$ cat src/rtl/tic_tac_toe_pkg.sv
// Shared definitions for the tic-tac-toe automatic player.
//   - cell codes and sizing constants
//   - FSM state encoding
//   - LINES: the 8 winning lines, each as 3 cell indices (1..9)
//   - PICK_ORDER: fallback preference, centre then corners then edges
//   - helpers to read a cell out of the packed board and to spot illegal codes
package tic_tac_toe_pkg;

  localparam int CELLS = 9;
  localparam int IDX_W = 4;

  localparam logic [1:0] EMPTY   = 2'b00;
  localparam logic [1:0] MARK_X  = 2'b01;
  localparam logic [1:0] MARK_O  = 2'b10;
  localparam logic [1:0] ILLEGAL = 2'b11;

  typedef enum logic [2:0] {
    S_IDLE     = 3'd0,
    S_SCAN_WIN = 3'd1,
    S_SCAN_BLK = 3'd2,
    S_PICK     = 3'd3,
    S_DONE     = 3'd4
  } state_t;

  localparam logic [IDX_W-1:0] LINES [0:7][0:2] = '{
    '{4'd1, 4'd2, 4'd3},
    '{4'd4, 4'd5, 4'd6},
    '{4'd7, 4'd8, 4'd9},
    '{4'd1, 4'd4, 4'd7},
    '{4'd2, 4'd5, 4'd8},
    '{4'd3, 4'd6, 4'd9},
    '{4'd1, 4'd5, 4'd9},
    '{4'd3, 4'd5, 4'd7}
  };

  localparam logic [IDX_W-1:0] PICK_ORDER [0:CELLS-1] = '{
    4'd5, 4'd1, 4'd3, 4'd7, 4'd9, 4'd2, 4'd4, 4'd6, 4'd8
  };

  // Cell k lives at board[2k-1:2k-2]. An index outside 1..9 shifts the
  // whole board out and reads back as EMPTY, which no line ever references.
  function automatic logic [1:0] cell_at(input logic [2*CELLS-1:0] b,
                                         input logic [IDX_W-1:0]   idx);
    logic [2*CELLS-1:0] sh;
    sh = b >> (5'(idx) * 5'd2 - 5'd2);
    return sh[1:0];
  endfunction

  function automatic logic has_illegal_cell(input logic [2*CELLS-1:0] b);
    logic bad;
    bad = 1'b0;
    for (int i = 0; i < CELLS; i++) begin
      if (b[2*i +: 2] == ILLEGAL) bad = 1'b1;
    end
    return bad;
  endfunction

endpackage

$ cat src/rtl/tic_tac_toe_line_check.sv
// Combinational test of one candidate cell.
//   board_i     : packed board snapshot (18 bits)
//   idx_i       : candidate cell 1..9
//   mark_i      : mark that would be placed
//   completes_o : candidate is empty and, on some line through it, both
//                 partner cells already hold mark_i
module tic_tac_toe_line_check
  import tic_tac_toe_pkg::*;
(
  input  logic [2*CELLS-1:0] board_i,
  input  logic [IDX_W-1:0]   idx_i,
  input  logic [1:0]         mark_i,
  output logic               completes_o
);

  logic       on_line;
  logic [1:0] n_match;

  always_comb begin
    completes_o = 1'b0;
    on_line     = 1'b0;
    n_match     = 2'd0;
    if (cell_at(board_i, idx_i) == EMPTY) begin
      for (int l = 0; l < 8; l++) begin
        on_line = 1'b0;
        n_match = 2'd0;
        for (int p = 0; p < 3; p++) begin
          if (LINES[l][p] == idx_i) begin
            on_line = 1'b1;
          end else if (cell_at(board_i, LINES[l][p]) == mark_i) begin
            n_match = n_match + 2'd1;
          end
        end
        if (on_line && (n_match == 2'd2)) completes_o = 1'b1;
      end
    end
  end

endmodule

$ cat src/rtl/tic_tac_toe_auto_player.sv
// Automatic tic-tac-toe opponent. On req (while idle) it snapshots the
// board and side, then scans one cell per clock: first for a winning
// placement, then for a cell that blocks the opponent, then falls back to
// centre / corners / edges. The result is held under a valid/ready
// handshake.
//   clk, rst   : clock, asynchronous active-high reset
//   req        : start request, taken only while busy=0
//   board      : 9 cells x 2 bits, cell k at board[2k-1:2k-2]
//   side       : mark to play (01 X, 10 O)
//   busy       : high from acceptance until the result is taken
//   move       : chosen cell 1..9, 0 when no_move
//   move_valid : result present; stays high until move_ready
//   move_ready : consumer takes the result on move_valid & move_ready
//   no_move    : qualifies the result: full board or illegal input
//
// Handshake: a result transfers on a rising edge where move_valid and
// move_ready are both high; move, no_move and move_valid do not change
// while move_valid is high and move_ready is low.
module tic_tac_toe_auto_player
  import tic_tac_toe_pkg::*;
(
  input  logic                clk,
  input  logic                rst,
  input  logic                req,
  input  logic [2*CELLS-1:0]  board,
  input  logic [1:0]          side,
  output logic                busy,
  output logic [IDX_W-1:0]    move,
  output logic                move_valid,
  input  logic                move_ready,
  output logic                no_move
);

  state_t               state_q;
  logic [IDX_W-1:0]     k_q;
  logic [2*CELLS-1:0]   board_q;
  logic [1:0]           side_q;
  logic                 busy_q;
  logic [IDX_W-1:0]     move_q;
  logic                 move_valid_q;
  logic                 no_move_q;

  logic [1:0]           mark_d;
  logic                 hit_d;
  logic [IDX_W-1:0]     pick_d;
  logic                 req_bad_d;

  // The single line checker serves both scans; only the mark differs.
  assign mark_d = (state_q == S_SCAN_BLK) ? ~side_q : side_q;

  tic_tac_toe_line_check u_line_check (
    .board_i     (board_q),
    .idx_i       (k_q),
    .mark_i      (mark_d),
    .completes_o (hit_d)
  );

  // Walk the preference list backwards so the earliest empty entry wins.
  always_comb begin
    pick_d = '0;
    for (int i = CELLS - 1; i >= 0; i--) begin
      if (cell_at(board_q, PICK_ORDER[i]) == EMPTY) pick_d = PICK_ORDER[i];
    end
  end

  assign req_bad_d = !((side == MARK_X) || (side == MARK_O)) ||
                     has_illegal_cell(board);

  always_ff @(posedge clk or posedge rst) begin
    if (rst) begin
      state_q      <= S_IDLE;
      k_q          <= '0;
      board_q      <= '0;
      side_q       <= '0;
      busy_q       <= 1'b0;
      move_q       <= '0;
      move_valid_q <= 1'b0;
      no_move_q    <= 1'b0;
    end else begin
      case (state_q)
        S_IDLE: begin
          if (req) begin
            board_q <= board;
            side_q  <= side;
            busy_q  <= 1'b1;
            k_q     <= 4'd1;
            // Bad input goes straight to DONE; the result is raised there
            // one edge later, so it appears on the same cycle as any other
            // single-cycle answer would.
            state_q <= req_bad_d ? S_DONE : S_SCAN_WIN;
          end
        end

        S_SCAN_WIN, S_SCAN_BLK: begin
          if (hit_d) begin
            move_q       <= k_q;
            no_move_q    <= 1'b0;
            move_valid_q <= 1'b1;
            state_q      <= S_DONE;
          end else if (k_q == 4'd9) begin
            k_q     <= 4'd1;
            state_q <= (state_q == S_SCAN_WIN) ? S_SCAN_BLK : S_PICK;
          end else begin
            k_q <= k_q + 4'd1;
          end
        end

        S_PICK: begin
          move_q       <= pick_d;
          no_move_q    <= (pick_d == '0);
          move_valid_q <= 1'b1;
          state_q      <= S_DONE;
        end

        S_DONE: begin
          if (!move_valid_q) begin
            // Only reached from the bad-input path out of IDLE.
            move_q       <= '0;
            no_move_q    <= 1'b1;
            move_valid_q <= 1'b1;
          end else if (move_ready) begin
            move_valid_q <= 1'b0;
            no_move_q    <= 1'b0;
            busy_q       <= 1'b0;
            state_q      <= S_IDLE;
          end
        end

        default: state_q <= S_IDLE;
      endcase
    end
  end

  assign busy       = busy_q;
  assign move       = move_q;
  assign move_valid = move_valid_q;
  assign no_move    = no_move_q;

endmodule

$ cat config.mk
export PLATFORM = sky130hd
export DESIGN_NAME = tic_tac_toe_auto_player
export DESIGN_NICKNAME = d
export VERILOG_FILES = /design/src/rtl/tic_tac_toe_pkg.sv /design/src/rtl/tic_tac_toe_line_check.sv /design/src/rtl/tic_tac_toe_auto_player.sv
export SDC_FILE = /design/constraint.sdc
export NUM_CORES = 1
export LEC_CHECK = 0
export CORE_ASPECT_RATIO = 1.1
export CORE_MARGIN = 2
export CORE_UTILIZATION = 53
export CTS_BUF_LIST = sky130_fd_sc_hd__clkbuf_8
export CTS_CLUSTER_DIAMETER = 120
export DETAILED_ROUTE_END_ITERATION = 16
export HOLD_SLACK_MARGIN = 0.06
export PLACE_DENSITY = 0.82
export SETUP_SLACK_MARGIN = 0.5
export SYNTH_ARGS = -nofsm -noshare
export SYNTH_HDL_FRONTEND = slang
export SYNTH_SLANG_ARGS = --single-unit
$ cat constraint.sdc
create_clock -name clk -period 3.8 [get_ports clk]
set_input_delay 0.76 -clock clk [delete_from_list [all_inputs] [get_ports clk]]
set_output_delay 0.76 -clock clk [all_outputs]
set_load 0.01 [all_outputs]
==> impl_metrics.json, run 1 <==
{
  "syn_avg_cell_area_sq_um": 8.94,
  "status": "completed",
  "r2r_cells": 14,
  "rows": 28,
  "io_pins": 31,
  "synth_area_sq_um": 2870,
  "top_layer": "met4",
  "layout-drive-gt1-share_pct": 29.0,
  "setup_viol": 0,
  "wl_met2_um": 4180,
  "critical_path.endpoint": "move[1]$_DFFE_PP0P_",
  "antenna_found_initial": 0,
  "fin_crit_sh_pct": 89.8,
  "grt_pass1_vias": 2771,
  "areaGrowthSynthToFinish_pct": 30.7,
  "path_class": "reg2reg",
  "async_flop_share_pct": 100,
  "ant_nets": 0,
  "grt_overflow": 0,
  "clk_root_buffer_cell": "clkbuf_8",
  "dr_wl_met3_um": 447,
  "syn_nets": 353,
  "io_buffers": 30,
  "initial_utilization_pct": 54.3,
  "synthFlopType": "dfrtp_1",
  "multi_input_area_sq_um": 2080,
  "crit_required_ns": 3.98,
  "fin_skew_ns": 0.00663,
  "drtIter0Drc": 250,
  "endpoint_kind": "flip-flop",
  "yosysWarnings": 0,
  "utilization_pct": 70.9,
  "max_cap_viol_count": 0,
  "rsz0062_at_grt": "true",
  "insertion_delay_ns": 0.29,
  "yosys.area.top_type": "dfrtp_1",
  "post-place-ws_ns": 0.160,
  "totalWireLength_um": 8460,
  "coreArea_sq_um": 5290,
  "synth_edf_count": 0,
  "timing.rr.start": "k_q[1]$_DFFE_PP0P_",
  "dieWidth_um": 74.2,
  "avgRoutedWirePerCell_um": 18.9,
  "cp_max_fo": 4,
  "cts.sinks": 34,
  "tns_ns": 0,
  "peakVddDrop_mv": 0.515,
  "synth_seq_cells": 34,
  "power_density_nw_per_um2": 780,
  "vias": 2858,
  "finalNetCount": 403,
  "fillers": 372,
  "grt_usage_pct": 28.9,
  "worst_slack_ns": 0.387,
  "drt_first_pass_iters": 4,
  "cp-startpoint": "k_q[1]$_DFFE_PP0P_",
  "die_y_um": 81.2,
  "regArea_sq_um": 856,
  "met1_length_um": 3400,
  "diodes": 0,
  "hold_slack_ns": 0.531,
  "ys_top_cells_by_area": "dfrtp_1 (30%), mux2_2 (7.8%), xnor2_1 (4.6%)",
  "cts_tree": "yes",
  "synth_seq_area_share_pct": 29.6,
  "vias_per_cell": 6.39,
  "netlist_instances": 321,
  "htree_levels": 2,
  "ctsLongestPathBuffers": 2,
  "worst_pin_slew_ns": 0.736,
  "clk_pin_slew_ns": 0.07,
  "power.leakage_nw": 1.47,
  "start_kind": "flip-flop",
  "hold_viol_final": 0,
  "routabilityCongestion": 0.904,
  "grt_pass1_wl_um": 13200,
  "drc": 0,
  "die_area_sq_um": 6020,
  "synth_top_area_share_pct": 29.6,
  "cts_buffers": 5,
  "reg2reg_slack_ns": 0.39,
  "cp.arrival_ns": 3.59,
  "slew_headroom_pct": 50.7,
  "fmax_ghz": 0.293,
  "hold_path.class": "reg2reg",
  "dp_hpwl_um": 5700,
  "ys_types": 67,
  "reg2reg_to": "move[1]$_DFFE_PP0P_",
  "grt_max_degree": 35,
  "slew_viol_final": 0,
  "fin_crit_ns": 3.41
}
how the worst min path moves through the flow:
stage / startpoint / end / slack [ns] / cells after the start
3_5_place_dp: move[3]$_DFFE_PP0P_ / move[3]$_DFFE_PP0P_ / 0.50 / 1
6_report: move[0]$_DFFE_PP0P_ / move[0]$_DFFE_PP0P_ / 0.53 / 1
3_3_place_gp: busy$_DFFE_PP0P_ / busy$_DFFE_PP0P_ / 0.50 / 2
5_1_grt: move[2]$_DFFE_PP0P_ / move[2]$_DFFE_PP0P_ / 0.54 / 1
4_1_cts: busy$_DFFE_PP0P_ / busy$_DFFE_PP0P_ / 0.53 / 2
2_1_floorplan: board_q[16]$_DFFE_PP0P_ / board_q[16]$_DFFE_PP0P_ / 0.51 / 1
cells by family (layout without fill, tap and decap cells):
kind of cell / count (synthesis) / in the layout / share of synthesized area, %
DFF: 34 / 34 / 29.6
muxes: 27 / 27 / 11.5
xor gates and xnor gates: 24 / 24 / 7.32
adders and majority gates: 10 / 10 / 4.32
buffers and inverters: 31 / 81 / 4.88
AOI/OAI and AO/OA: 79 / 79 / 20.4
and+or+nand+nor: 116 / 117 / 22.0
critical path, cell delays in order (launching register included):
cell and delay, ns:
dfrtp_2 0.43, ha_4 0.18, and3b_2 0.25, nor4_4 0.32, nor2_2 0.09, inv_2 0.09
ha_4 0.20, nor3b_2 0.15, and3_4 0.19, a2111oi_4 0.32, nand4_2 0.19, o21bai_4 0.23
maj3_4 0.24, o22ai_4 0.10, mux2_4 0.31
registers in the layout (all words and copies together) (netlist names):
signal	cells
board_q	18
k_q	4
move	4
state_q	3
side_q	2
busy	1
move_valid	1
no_move	1
cells in the mapped netlist, types with 5 or more instances:
| library cell | instances |
|---|---|
| ha_1 | 8 |
| a21oi_1 | 14 |
| mux2_2 | 20 |
| dfrtp_1 | 34 |
| nand3b_1 | 5 |
| inv_1 | 13 |
| clkbuf_1 | 10 |
| nor2_1 | 27 |
| xor2_1 | 9 |
| nand3_1 | 16 |
| o21ai_0 | 15 |
| nor4_1 | 6 |
| nor3_1 | 7 |
| nand2_1 | 20 |
| o22ai_1 | 6 |
| xnor2_1 | 15 |
| or3_1 | 5 |
where the power goes:
group / switching (mW) / total [mW] / internal [mW]
clock: 0.140 / 0.419 / 0.280
combinational: 0.930 / 1.77 / 0.839
sequential: 0.234 / 0.737 / 0.502
total: 1.30 / 2.93 / 1.62
stage by stage:
stage	cell area, sq um	instances	power [mW]
after floorplan	2910	321	1.81
after global placement	3290	419	2.10
after detailed placement	3290	419	2.15
after CTS	3630	441	2.73
after global routing	3750	447	3.10
final	3750	447	2.93
per-layer routing:
metal / vias up / GRT usage, %
met4: 0 / 16.7
met1: 1383 / 36.1
met5: - / 0
li1: 1288 / -
met3: 39 / 3.72
met2: 148 / 47.6
what timing repair did:
action                                  CTS  global route
pin swaps                                15             5
hold buffers                              0             0
cloned                                    1             0
buffers inserted                         13             6
resized for setup                        20            15
endpoints found under the setup margin   10             9
cell usage in the layout (no fill, tap or decap), drive strengths merged, types with 3 or more instances in the layout:
cell type,netlist,layout
a2111oi,4,4
or2,3,3
nor2,27,27
nor3,8,8
xnor2,15,15
a22oi,4,4
and3,4,4
nand3b,5,5
mux2,26,26
and3b,3,3
nand2,20,20
nor3b,3,3
clkdlybuf4s50,0,30
or3,6,6
a21oi,15,15
xor2,9,9
nor4,6,6
buf,8,30
o21ai,16,16
o31ai,3,3
dfrtp,34,34
nand3,16,16
nor2b,4,4
clkbuf,10,6
a211oi,4,4
o221ai,3,3
inv,13,13
o22ai,7,7
ha,8,8
nand4,5,5
final cells by class:
cell class | instances | area share (%)
clock inverter | 2 | 1.60
inverter | 13 | 1.30
clock buffer | 6 | 2.20
multi-input combinational | 257 | 55.5
sequential | 34 | 22.8
timing repair buffer | 60 | 14.1
tap | 75 | 2.50
(Power assumes the default switching activity.)
==> run 2, diff against run 1 <==
- SKIP_LAST_GASP: default -> 1
==> results of run 2 <==
Same layout as run 1: the final DEF is identical, and so are final timing and power.
==> run 3, diff against run 2 <==
- SLEW_MARGIN: default -> 5
==> results of run 3 <==
Same layout as run 1: the final DEF is identical, and so are final timing and power.
